**src/rtl/drive_nav_ctrl.sv**
```systemverilog
// drive_nav_ctrl: semi-auto / auto navigation controller for the car.
//
// Operation: OFF -> WAIT at a fork -> TURN (timed) -> SETTLE (blind straight)
// -> CRUISE (straight, watching the detectors) -> back to WAIT at the next fork.
// In semi-auto, WAIT pops operator commands from a FIFO. In auto, WAIT picks
// the first open side using a right-hand rule (right, front, left, U-turn).
//
// Ports:
//   sys_clk, rst_n        clock, asynchronous active-low reset
//   power_on, power_off   one-cycle pulses; power_off has priority
//   auto_mode             0 = queue-driven, 1 = detector-driven (read in WAIT)
//   cmd_valid, cmd_dir    operator command offer (00 S, 01 L, 10 R, 11 U)
//   cmd_ready             queue accepts a command (powered and not full)
//   det                   {back,right,left,front}, 1 = wall present
//   go_straight/back/left/right  registered motion commands
//   state_o               current state encoding
//   q_count               queue occupancy
//   fork_o                one-cycle pulse when CRUISE reaches a fork
//   uart_byte             {2'b10,2'b00,go_right,go_left,go_back,go_straight}
module drive_nav_ctrl #(
  parameter int unsigned TURN_CYCLES = 90_000_000,
  parameter int unsigned MOVE_CYCLES = 30_000_000,
  parameter int unsigned QDEPTH      = 4,
  parameter int unsigned CNT_W       = 28
) (
  input  logic                      sys_clk,
  input  logic                      rst_n,
  input  logic                      power_on,
  input  logic                      power_off,
  input  logic                      auto_mode,
  input  logic                      cmd_valid,
  input  logic [1:0]                cmd_dir,
  output logic                      cmd_ready,
  input  logic [3:0]                det,
  output logic                      go_straight,
  output logic                      go_back,
  output logic                      go_left,
  output logic                      go_right,
  output logic [2:0]                state_o,
  output logic [$clog2(QDEPTH):0]   q_count,
  output logic                      fork_o,
  output logic [7:0]                uart_byte
);

  localparam int unsigned PTR_W = $clog2(QDEPTH);
  localparam int unsigned QC_W  = PTR_W + 1;

  localparam logic [CNT_W-1:0] TURN_LAST  = CNT_W'(TURN_CYCLES - 1);
  localparam logic [CNT_W-1:0] UTURN_LAST = CNT_W'(2 * TURN_CYCLES - 1);
  localparam logic [CNT_W-1:0] MOVE_LAST  = CNT_W'(MOVE_CYCLES - 1);
  localparam logic [QC_W-1:0]  FULL_CNT   = QC_W'(QDEPTH);

  typedef enum logic [2:0] {
    S_OFF    = 3'd0,
    S_WAIT   = 3'd1,
    S_TURN   = 3'd2,
    S_SETTLE = 3'd3,
    S_CRUISE = 3'd4
  } state_e;

  typedef enum logic [1:0] {
    DIR_STRAIGHT = 2'b00,
    DIR_LEFT     = 2'b01,
    DIR_RIGHT    = 2'b10,
    DIR_UTURN    = 2'b11
  } dir_e;

  state_e            state_q, state_d;
  dir_e              dir_q, dir_d;
  dir_e              auto_dir, take_dir;
  logic [CNT_W-1:0]  timer_q, timer_d;
  logic [PTR_W-1:0]  wr_ptr_q, wr_ptr_d, rd_ptr_q, rd_ptr_d;
  logic [QC_W-1:0]   count_q, count_d;
  logic [1:0]        mem_q [QDEPTH];
  logic              fork_q, fork_d;
  logic              go_straight_q, go_straight_d;
  logic              go_left_q, go_left_d;
  logic              go_right_q, go_right_d;
  logic              cmd_ready_q, cmd_ready_d;
  logic              push, pop, take;
  logic              unused_det;

  // The back detector plays no part in navigation here.
  assign unused_det = det[3];

  assign push = cmd_valid && cmd_ready_q;

  // Right-hand rule: right, then front, then left, else U-turn.
  always_comb begin
    if (!det[2])      auto_dir = DIR_RIGHT;
    else if (!det[0]) auto_dir = DIR_STRAIGHT;
    else if (!det[1]) auto_dir = DIR_LEFT;
    else              auto_dir = DIR_UTURN;
  end

  always_comb begin
    // NOTE: every signal gets a default first so no path through the case
    // leaves it unassigned; otherwise synthesis infers a latch.
    state_d  = state_q;
    dir_d    = dir_q;
    timer_d  = timer_q;
    fork_d   = 1'b0;
    pop      = 1'b0;
    take     = 1'b0;
    take_dir = DIR_STRAIGHT;

    unique case (state_q)
      S_OFF: if (power_on) state_d = S_WAIT;
      S_WAIT: begin
        if (auto_mode) begin
          take     = 1'b1;
          take_dir = auto_dir;
        end else if (count_q != '0) begin
          // The queue is read from registered state, so a command pushed
          // this cycle cannot be popped before the next one.
          take     = 1'b1;
          pop      = 1'b1;
          take_dir = dir_e'(mem_q[rd_ptr_q]);
        end
        if (take) begin
          dir_d   = take_dir;
          timer_d = '0;
          state_d = (take_dir == DIR_STRAIGHT) ? S_SETTLE : S_TURN;
        end
      end
      S_TURN: begin
        if (timer_q == ((dir_q == DIR_UTURN) ? UTURN_LAST : TURN_LAST)) begin
          state_d = S_SETTLE;
          timer_d = '0;
        end else begin
          timer_d = timer_q + CNT_W'(1);
        end
      end
      S_SETTLE: begin
        if (timer_q == MOVE_LAST) begin
          state_d = S_CRUISE;
          timer_d = '0;
        end else begin
          timer_d = timer_q + CNT_W'(1);
        end
      end
      S_CRUISE: begin
        // Open left, open right or blocked front all mean a fork.
        if (!det[1] || !det[2] || det[0]) begin
          state_d = S_WAIT;
          fork_d  = 1'b1;
        end
      end
      default: state_d = S_OFF;
    endcase

    if (power_off) begin
      state_d = S_OFF;
      timer_d = '0;
      fork_d  = 1'b0;
      pop     = 1'b0;
    end
  end

  always_comb begin
    if (power_off) begin
      wr_ptr_d = '0;
      rd_ptr_d = '0;
      count_d  = '0;
    end else begin
      // Pointers are log2(QDEPTH) wide, so they wrap on their own.
      wr_ptr_d = wr_ptr_q + PTR_W'(push);
      rd_ptr_d = rd_ptr_q + PTR_W'(pop);
      count_d  = count_q + QC_W'(push) - QC_W'(pop);
    end
  end

  // Outputs are computed from next state so they line up with state_o.
  assign go_straight_d = (state_d == S_SETTLE) || (state_d == S_CRUISE);
  assign go_left_d     = (state_d == S_TURN) && (dir_d == DIR_LEFT);
  assign go_right_d    = (state_d == S_TURN) &&
                         ((dir_d == DIR_RIGHT) || (dir_d == DIR_UTURN));
  assign cmd_ready_d   = (state_d != S_OFF) && (count_d != FULL_CNT);

  // NOTE: sequential state uses non-blocking assignments so every register
  // samples its pre-edge inputs regardless of statement order.
  always_ff @(posedge sys_clk or negedge rst_n) begin
    if (!rst_n) begin
      state_q       <= S_OFF;
      dir_q         <= DIR_STRAIGHT;
      timer_q       <= '0;
      wr_ptr_q      <= '0;
      rd_ptr_q      <= '0;
      count_q       <= '0;
      fork_q        <= 1'b0;
      go_straight_q <= 1'b0;
      go_left_q     <= 1'b0;
      go_right_q    <= 1'b0;
      cmd_ready_q   <= 1'b0;
    end else begin
      state_q       <= state_d;
      dir_q         <= dir_d;
      timer_q       <= timer_d;
      wr_ptr_q      <= wr_ptr_d;
      rd_ptr_q      <= rd_ptr_d;
      count_q       <= count_d;
      fork_q        <= fork_d;
      go_straight_q <= go_straight_d;
      go_left_q     <= go_left_d;
      go_right_q    <= go_right_d;
      cmd_ready_q   <= cmd_ready_d;
    end
  end

  // NOTE: queue storage has no reset; entries are only read when count_q
  // says they were written, so clearing them would be wasted logic.
  always_ff @(posedge sys_clk) begin
    if (push) mem_q[wr_ptr_q] <= cmd_dir;
  end

  assign cmd_ready   = cmd_ready_q;
  assign go_straight = go_straight_q;
  assign go_left     = go_left_q;
  assign go_right    = go_right_q;
  assign go_back     = 1'b0;
  assign state_o     = state_q;
  assign q_count     = count_q;
  assign fork_o      = fork_q;
  assign uart_byte   = {2'b10, 2'b00, go_right_q, go_left_q, 1'b0, go_straight_q};

endmodule

```
**config.mk**
```make
export PLATFORM = sky130hd
export DESIGN_NAME = drive_nav_ctrl
export DESIGN_NICKNAME = d
export VERILOG_FILES = /design/src/rtl/drive_nav_ctrl.sv
export SDC_FILE = /design/constraint.sdc
export NUM_CORES = 1
export LEC_CHECK = 0
export ABC_AREA = 1
export CORE_UTILIZATION = 57
export DETAILED_ROUTE_END_ITERATION = 6
export PLACE_DENSITY = 0.8
export SYNTH_ARGS = -nofsm -noshare
export SYNTH_HDL_FRONTEND = slang
export SYNTH_SLANG_ARGS = --single-unit
```
**constraint.sdc**
```tcl
create_clock -name sys_clk -period 3.4 [get_ports sys_clk]
set_clock_uncertainty 0.2 [all_clocks]
set_input_delay 0.68 -clock sys_clk [delete_from_list [all_inputs] [get_ports sys_clk]]
set_output_delay 0.68 -clock sys_clk [all_outputs]
set_load 0.01 [all_outputs]
```
==> summary.txt, run 1 <==
Outcome
  – Status: completed

Worst setup path
  – Crit end category: register
  – Critical Path RT: 3400 ps
  – Worst EP arrival: 2990 ps
  – Nature of the critical path startpoint: input port
  – Critical setup path kind: in -> reg
  – Maximum fanout along the worst path: 3

Floorplanning
  – I/O pin cnt: 32
  – Die H: just under 80 um
  – Starting Density: between 60 and 70%
  – Die W: 76.99 um
  – Die area: between 0.005 and 0.006 sq mm
  – CORE AREA: between 0.005 and 0.006 sq mm
  – Core Rows: 26

Power
  – Peak supply drop: approximately 0.26 mV
  – Pwr Density: 370.3 mW/mm^2
  – Total Power: around 1300 uW
  – Clock Power Share: 27.3%
  – Switching Fraction: 28.74%
  – Part of the power in registers: a little over half
  – P_int: 932.1 uW
  – Logic gate share of total power: roughly a fifth
  – Total net switching power: 375.8 uW
  – Leakage: 0.001552 uW

Drt
  – Antenna Nets Post-Route: 0
  – Routed wire per std cell: about 13 um
  – 1st-pass router iterations: 5
  – Via Count: 2752
  – Drt first-iter violations: 206
  – # DRC: 0
  – Vias per cell: 5.450
  – Routed WL: 6662 um

Logic synthesis
  – Asr flop ratio synth: 84.91%
  – Syn Area/Cell: roughly 7.7 sq um
  – Mux cell area share after synthesis: 0%
  – Synthesized area: 0.003206 sq mm
  – Sequential area share after synthesis: 42.62%
  – Adder-cell share of the synthesized area: 2.576%
  – Most used DFF post-synth: dfrtp_1
  – Post-synth cell types: 37
  – Synth warn: 0
  – Post-synth EDFFs: 8
  – Gate Count Post-Synth: 414
  – Synthesized flop and latch total: 53
  – Largest family of logic cells by synthesized area: simple AND/OR/NAND/NOR gates
  – Complex-gate fraction of the synthesized area: 9.524%
  – Synth top area share: 35.13%
  – Synth area leader: dfrtp_1
  – Post-Synth XOR/XNOR Area: 2.186%
  – Largest cells by area after synthesis: dfrtp_1 35%, nand2_1 9.5%, edfxtp_1 7.5%
  – Simple logic cell fraction of the synthesized area: 31.03%

STA
  – Actual transition at the worst max-transition pin: ~1000 ps
  – Tmin final: 2984 ps
  – Fmax: 335.1 MHz
  – Relative slew slack: between 30 and 40%
  – Hold Fails Final Rpt: 0
  – RSZ-0062 raised after global routing: false
  – Setup TNS: 0 ps
  – Endpoints failing setup: 0
  – Slew Viols, Final: 0
  – Post-route clock period utilization: between 80% and 90%

Clocking
  – Root buffer cell: clkbuf_8
  – Clock Sinks: between 50 and 60
  – # H-tree levels: 2
  – Maximum clock path buffer count: 2
  – CTS tree: yes
  – Post-cts gate resize count: 0
  – Num CTS Buffers: 5
  – Clock latency on the worst-skew pair: 300 ps
  – Post-CTS Setup Repair Bufs: 0
  – Cts hold-fix bufs: 0
  – CTS clk-pin slew, worst paths: 90 ps

Final layout
  – Core Util, Final: 67.02%
  – Share of layout cells above drive strength 1: 9.425%
  – Non-filler instance count after layout: around 510
  – # diodes: 0
  – Nets: 452
  – Area grow syn2layout: 10.19%

GRT
  – Initial antenna violation count: 0
  – Vias in the first global route: 2575
  – Largest net degree at the start of global routing: 46
  – Total gr overflow: 0
  – First-pass GRT wire length: 11370 um
  – All-Layer GR Usage: 24.23%

Placed design
  – Cell count after placement: 497
  – Final GP Congestion: 0.8747
  – Detail Placement HPWL: 4943 um
  – PortBufs: 24

Run
  – Max-capacitance violation count: 0

Min path
  – Hold crit path type: in -> async
[per-layer routing]
metal | track usage [%] | part of all wire, % | vias to the layer above | routed length [um]
met2 | 39.91 | 48 | 98 | 3176
met1 | 33.23 | 45 | 1267 | 3006
met4 | 6.792 | 1.6 | 0 | 105
met3 | 3.810 | 5.6 | 13 | 374
met5 | 0 | 0 | - | 0
li1 | - | - | 1374 | -
[metrics by stage]
| stage | setup WS (ps) | hold slack, ps | instance area [sq um] |
|---|---|---|---|
| 2_1_floorplan | 535.3 | 184.4 | 3221 |
| 3_3_place_gp | 166.2 | 309.1 | 3438 |
| 3_5_place_dp | 111.6 | 326.9 | 3438 |
| 4_1_cts | 430.9 | 340.5 | 3532 |
| 5_1_grt | 220.4 | 353.5 | 3532 |
| 6_report | 416.0 | 338.8 | 3532 |
[critical path, cell delays in order]
cell	delay [ps]
clkdlybuf4s50_1	440
nor4_1	390
ha_1	300
inv_1	60
ha_1	130
inv_1	50
fa_1	370
and3_1	170
nor3_1	200
nand2_1	90
nand2_1	70
inv_1	40
[state kept, by name, indices dropped and copies added, names as in the netlist, 2 cells and up]
signal / cells
timer_q: 28
mem_q: 8
q_count: 3
state_o: 3
dir_q: 2
rd_ptr_q: 2
wr_ptr_q: 2
[cells in the final DEF, fill, tap and decap left out, types with 4 or more instances in the layout]
cell type        Yosys  final
inv_1               62     62
nand2_2              9      9
nor2_1              34     34
clkdlybuf4s50_1      0     23
clkbuf_8             0      6
nor3_1              17     17
xor2_1               6      6
conb_1               2      6
ha_1                 5      5
nand4_1             16     16
nand3_1             29     29
a21oi_1             16     16
buf_4                9      4
nand2_1             81     81
edfxtp_1             8      8
o21ai_0             13     13
nor2_2               5      5
o22ai_1             10     10
o21ai_1             10     10
dfrtp_1             45     45
[kinds of logic (layout without fill, tap and decap cells)]
group	count (synthesis)	in the layout
and+or+nand+nor	206	206
DFF	53	53
adders and majority gates	6	6
buffers and inverters	84	101
other	2	6
AOI/OAI and AO/OA	55	55
xor gates and xnor gates	8	8
[path summary, 6_finish.rpt]
path,start,end,slack (ps),cells after the start
worst min-delay path,rst_n,timer_q[11],340,1
worst max register to register,state_o[2],cmd_ready,520,13
worst min register to register,rd_ptr_q[1],rd_ptr_q[1],350,1
worst max-delay path,auto_mode,cmd_ready,420,12
max in group asynchronous,rst_n,timer_q[22],2050,1
min in group sys_clk,rd_ptr_q[1],rd_ptr_q[1],350,1
[synthesized netlist by cell type (2+ instances only)]
cell type,n
nor2_1,34
nor3_1,17
nor2_2,5
o21ai_0,13
nand4_1,16
o21ai_1,10
conb_1,2
nand2_1,81
a31oi_1,3
nor2_4,3
buf_6,3
edfxtp_1,8
nand3_1,29
buf_4,9
xnor2_1,2
nand2_2,9
xor2_1,6
inv_2,3
o22ai_1,10
a21oi_1,16
nand3_2,3
dfrtp_1,45
inv_1,62
buf_2,6
ha_1,5
nor3_2,2
nor4_1,2
[power by group through the flow]
stage | clock [uW] | combinational, uW | sequential [uW]
finish | 357 | 250 | 701
global route | 392 | 282 | 706
CTS | 370 | 251 | 700
detailed placement | 0 | 250 | 713
global placement | 0 | 247 | 711
floorplan | 0 | 157 | 715
[area by class of cell]
type	instances	area, sq um
fill	433	1738
multi-input combinational	281	1475
sequential	53	1366
timing repair buffer	28	265.3
inverter	65	244.0
tap	70	87.58
clock buffer	7	86.33
clock inverter	1	7.507
Note: power is estimated with default switching activity, not from simulation.
==> run 2, diff against run 1 <==
- CTS_CLUSTER_DIAMETER: not set -> 200
==> results of run 2 <==
Final layout, timing and power as in run 1 (identical DEF).
==> run 3, diff against run 2 <==
- CTS_CLUSTER_DIAMETER: 200 -> 100
==> results of run 3 <==
Final layout, timing and power as in run 1 (identical DEF).
